==> config.mk <==
export PLATFORM = sky130hd
export DESIGN_NAME = w_serializer
export DESIGN_NICKNAME = d
export VERILOG_FILES = /design/src/rtl/w_serializer.sv
export SDC_FILE = /design/constraint.sdc
export NUM_CORES = 1
export LEC_CHECK = 0
export CAP_MARGIN = 5
export CORE_UTILIZATION = 58
export CTS_CLUSTER_SIZE = 20
export DETAILED_ROUTE_END_ITERATION = 10
export PLACE_DENSITY = 0.88
export REMOVE_ABC_BUFFERS = 1
export SLEW_MARGIN = 10
export SYNTH_ARGS = -nofsm -noshare
export SYNTH_HDL_FRONTEND = slang
export SYNTH_SLANG_ARGS = --single-unit
==> constraint.sdc <==
create_clock -name clk -period 5 [get_ports clk]
set_clock_uncertainty 0.1 [all_clocks]
set_input_delay 1.5 -clock clk [delete_from_list [all_inputs] [get_ports clk]]
set_output_delay 1.5 -clock clk [all_outputs]
set_load 0.01 [all_outputs]
==> src/rtl/w_serializer.sv <==
// rtl/w_serializer.sv - MSB-first word-to-bit serializer with programmable replay count
// Feeds the single-bit w stream of the sequence detectors, one bit per bit_en strobe.
module w_serializer #(
  parameter int   WIDTH     = 8,
  parameter int   REP_W     = 4,
  parameter logic IDLE_FILL = 1'b0
) (
  input  logic             clk,
  input  logic             Reset,
  input  logic [WIDTH-1:0] in_data,
  input  logic [REP_W-1:0] in_rep,
  input  logic             in_valid,
  output logic             in_ready,
  input  logic             bit_en,
  output logic             w,
  output logic             w_valid,
  output logic             busy,
  output logic             done
);

  localparam int CW = $clog2(WIDTH);
  localparam logic [CW-1:0] LAST_BIT = CW'(WIDTH - 1);

  typedef enum logic {IDLE, SHIFT} state_t;

  state_t           state;
  logic [WIDTH-1:0] shreg;
  logic [WIDTH-1:0] word;
  logic [CW-1:0]    bitcnt;
  logic [REP_W-1:0] repcnt;

  assign in_ready = (state == IDLE);
  assign busy     = (state == SHIFT);

  // shreg keeps the bit currently on w at its MSB, so the next bit is shreg[WIDTH-2].
  always_ff @(posedge clk) begin
    if (Reset) begin
      state   <= IDLE;
      shreg   <= '0;
      word    <= '0;
      bitcnt  <= '0;
      repcnt  <= '0;
      w       <= IDLE_FILL;
      w_valid <= 1'b0;
      done    <= 1'b0;
    end else begin
      done <= 1'b0;
      case (state)
        IDLE: begin
          if (in_valid) begin
            shreg   <= in_data;
            word    <= in_data;
            bitcnt  <= LAST_BIT;
            repcnt  <= in_rep;
            w       <= in_data[WIDTH-1];
            w_valid <= 1'b1;
            state   <= SHIFT;
          end
        end
        SHIFT: begin
          if (bit_en) begin
            if (bitcnt != '0) begin
              shreg  <= {shreg[WIDTH-2:0], 1'b0};
              w      <= shreg[WIDTH-2];
              bitcnt <= bitcnt - 1'b1;
            end else if (repcnt != '0) begin
              shreg  <= word;
              w      <= word[WIDTH-1];
              bitcnt <= LAST_BIT;
              repcnt <= repcnt - 1'b1;
            end else begin
              w       <= IDLE_FILL;
              w_valid <= 1'b0;
              done    <= 1'b1;
              state   <= IDLE;
            end
          end
        end
        default: state <= IDLE;
      endcase
    end
  end

endmodule
-- Word-level counts from Yosys, hierarchy flattened
Index checks and enable logic that the tools add are counted.
- equality and inequality tests: 6
- $add $sub $neg: 2
- mux-type cells: 31
- reduce and logical (&&, ||, !) cells: 8
- bitwise operators: 2
- operators by type and width (kind ; count):
    $mux W7 ; 4
    $mux W4 ; 4
    $pmux W7 S2 ; 1
    $mux W1 ; 13
    $mux W3 ; 4
    $ne A2 B2 Y1 const B ; 4
    $pmux W4 S2 ; 1
    $reduce_and A4 Y1 ; 2
    $pmux W1 S2 ; 3
    $pmux W3 S2 ; 1
    $reduce_and A2 Y1 ; 2
    $reduce_bool A4 Y1 ; 1
    $reduce_or A4 Y1 ; 1
    $sub A4 B1 Y4 const B ; 1
    $ne A3 B1 Y1 const B ; 1
    $reduce_and A3 Y1 ; 1
    $reduce_bool A3 Y1 ; 1
    $sub A3 B1 Y3 const B ; 1
    $ne A2 B1 Y1 const B ; 1
    $not A1 Y1 ; 2
- logic and storage cells: 57
- register bits: 26
- output and inout port bits: 5

-- Depth between registers and ports, before layout
- depth in word-level cells: 5
- gate-level depth with buffers: 6
- depth with buffers taken out: 5

-- Worst setup path before layout
No wires, ideal clock.
- path kind: input to register
- from: input port bit_en
- to: register shreg[0]
- required time: 4.779 ns
- data arrival time: 2.280 ns
- path buffers: 0
- slack: 2.499 ns
- cell stages on the path: 3
- setup time: 0.121 ns
- cells stage by stage: mux2_2 -> o31ai_4 -> mux2_2
- cells in the longest elaborated chain, start to end: 2
- RTL lines (element ; RTL line ; source):
    start, declared ; 14 ; input logic bit_en,
    $ne A2 B2 Y1 (no line) ; -- ;
    $reduce_and A3 Y1 (no line) ; -- ;
    end signal, assigned ; 51 ; shreg <= in_data;
    end signal, assigned ; 63 ; shreg <= {shreg[WIDTH-2:0], 1'b0};
    end signal, assigned ; 67 ; shreg <= word;
    end, declared ; 27 ; logic [WIDTH-1:0] shreg;
Every way passes these cells.
A chain may end at the register's enable or synchronous reset.

-- Worst setup path after layout
- from: register state, in the netlist busy
- to: output port in_ready
- cells in the longest elaborated chain, start to end: 1
- RTL lines (element ; RTL line ; source):
    start, declared ; 26 ; state_t state;
    start signal, assigned ; 38 ; state <= IDLE;
    start signal, assigned ; 57 ; state <= SHIFT;
    start signal, assigned ; 75 ; state <= IDLE;
    $not A1 Y1 (no line) ; -- ;
    end, declared ; 13 ; output logic in_ready,
Every way passes these cells.

==> metrics.yaml <==
clockBufferDepth: 2
synth_area_sq_um: 1500
post_synth_xor_area_fraction: 0
synthMuxAreaShare: 0.0675
io_pins: 21
stdcell_count: 207
cp.required_ns: 3.40
root_buffer: "clkbuf_4"
synth_compound_gate_area_share: 0.193
clock-sinks: 26
tritoncts: "done"
drive_gt1_frac: 0.141
initial_core_util: 0.612
drc: 1
pre_cts_slack_ns: 1.47
placed_cells: 204
ys_seq_elements: 26
fp.dieW_microns: 52.9
core_sq_um: 2450
rsz0062_at_grt: "false"
row_count: 18
slew_violations: 0
drt_first_pass_iters: 7
critPathMaxFanout: 37
cts_max_level: 1
power_mw: 0.480
hold_violations: 0
synthAdderAreaFrac: 0.0250
cp-end-kind: "primary output"
tns_ns: 0
synthCells: 168
final_common_cell: "dfxtp_1"
path_clk_slew_ns: 0.14
final_cell_area_sq_um: 1670
grt_max_degree: 38
relSlewSlack: 0.240
final_cell_mix: "26 x dfxtp_1, 20 x clkdlybuf4s50_1, 18 x nand2_1, 13 x a21oi_1, 12 x nor2_1"
nNetsFinal: 198
drtIter0Drc: 31
fin_crit_ns: 3.27
avgSynthCellArea_sq_um: 8.94
ff2ff_setup_slack_ns: 2.65
ys_seq_area_frac: 0.347
place_area_sq_um: 1650
worst_pin_slew_ns: 1.14
setup_slack_ns: 1.73
peakVddDrop_mv: 0.209
grt_usage: 0.246
synth_top_family_by_area: "simple AND/OR/NAND/NOR gates"
cts_resized: 0
grt_pass1_vias: 1154
nFillCells: 216
gp_congestion: 0.800
fin_util: 0.681
clk_latency_ns: 0.32
leakage_nw: 0.641
cts_hold_buf: 0
ys_types: 43
violations: "DRC"
hold_path_class: "flip-flop to flip-flop"
postCtsSetupBuffers: 0
grt_first_pass_wirelength_mm: 5.02
vias: 1253
antenna_cells: 0
routed_wl_mm: 3.08
grt_antenna_before_repair: 0
cellPowerDensity_nw_per_um2: 287
yosys.area_share.simple: 0.290
viasPerCell: 6.05
max_freq_ghz: 0.305
path_class: "flip-flop to primary output"
setup_viol: 0
area_delta_synth_final_pct: 11.3
hpwlAfterDp_mm: 2.08
overflow: 0
post_drt_wl_per_cell_microns: 14.9
maxCapViolCount: 0
numCtsBuffers: 3
port_buffers: 20
critPathLaunchType: "flip-flop"
die_h_microns: 52.9
yosysWarnings: 0
ant_nets: 0
arrival_ns: 1.67
run_status: "finished, violations left"
finalCritPeriodShare: 0.655
holdWs_ns: 0.372
dieArea_sq_um: 2800
## flip-flops by register name, summed over array words and instances, names as in the netlist
| name | cells |
|---|---|
| busy | 1 |
| word | 8 |
| w_valid | 1 |
| w | 1 |
| shreg | 7 |
| repcnt | 4 |
| bitcnt | 3 |
| done | 1 |
## cell usage after synthesis
cell | number | area (sq um)
o21ai_1 | 1 | 5.00
clkbuf_2 | 1 | 5.00
nand3_1 | 2 | 10.0
a221oi_1 | 1 | 8.76
clkbuf_1 | 7 | 26.3
o21ai_0 | 1 | 5.00
nand4_1 | 1 | 6.26
buf_4 | 2 | 15.0
buf_2 | 3 | 15.0
a2bb2oi_1 | 1 | 8.76
a21o_1 | 1 | 7.51
o32ai_1 | 1 | 8.76
and3_1 | 1 | 6.26
or2b_1 | 2 | 15.0
a311oi_1 | 1 | 8.76
dfxtp_1 | 26 | 521
or3b_4 | 1 | 11.3
ha_1 | 3 | 37.5
bufbuf_16 | 1 | 32.5
nor2_1 | 12 | 45.0
nand2_1 | 18 | 67.6
mux2_2 | 9 | 101
a2111oi_0 | 7 | 61.3
nand4b_1 | 3 | 26.3
and3b_1 | 1 | 8.76
buf_1 | 1 | 3.75
a211oi_1 | 4 | 30.0
inv_1 | 5 | 18.8
o31ai_4 | 1 | 21.3
o31a_2 | 1 | 10.0
and4bb_2 | 1 | 12.5
a211o_1 | 2 | 17.5
nand2b_1 | 5 | 31.3
and2b_1 | 3 | 22.5
nor4_1 | 1 | 6.26
nor3_1 | 1 | 5.00
a31oi_1 | 1 | 6.26
nor2b_1 | 5 | 31.3
a2111o_1 | 1 | 11.3
o21a_1 | 2 | 15.0
and2b_2 | 8 | 70.1
nor4bb_1 | 6 | 60.1
a21oi_1 | 13 | 65.1
## cell type report
| class | instances | area [sq um] | area share |
|---|---|---|---|
| clock buffers | 3 | 22.5 | 0.0135 |
| inverters | 5 | 18.8 | 0.0112 |
| multi-input cells | 122 | 865 | 0.517 |
| flip-flops and latches | 26 | 520 | 0.311 |
| well taps | 30 | 37.5 | 0.0225 |
| repair buffers | 21 | 208 | 0.124 |
## cells by family after synthesis
kind of cell | after synthesis
AND/OR/NAND/NOR | 71
AO/OA/AOI/OAI | 39
flip-flops | 26
buffers and inverters | 20
multiplexers | 9
adder cells (fa/ha/maj) | 3
## worst max-delay path, stage by stage, from the launching register on
cell             delay, ns
dfxtp_1               0.33
buf_4                 0.30
inv_1                 0.20
clkdlybuf4s50_1       0.52
## worst paths after layout
path	cells past startpoint	to	start
setup / recovery	3	in_ready	busy$_SDFF_PP0_
hold / removal	2	word[4]$_SDFFE_PP0P_	word[4]$_SDFFE_PP0P_
setup reg to reg	5	shreg[5]$_SDFFE_PP0P_	bitcnt[0]$_SDFFE_PP0P_
hold reg to reg	2	word[4]$_SDFFE_PP0P_	word[4]$_SDFFE_PP0P_
## where the power goes
group | internal, mW | leakage (nW) | total [mW] | switching, mW
clock | 0.0283 | 0.0138 | 0.0896 | 0.0613
combinational | 0.0737 | 0.413 | 0.146 | 0.0722
sequential | 0.229 | 0.214 | 0.245 | 0.0162
total | 0.331 | 0.641 | 0.480 | 0.150
## layer usage
metal	routed length, microns	part of all wire	vias up	GRT usage
met5	0	0	-	0
met4	44	0.014	0	0.0965
met3	90	0.029	7	0.0374
met2	1490	0.48	22	0.422
met1	1460	0.47	603	0.305
li1	-	-	621	-
No activity file was read; power rests on OpenSTA's default activity.
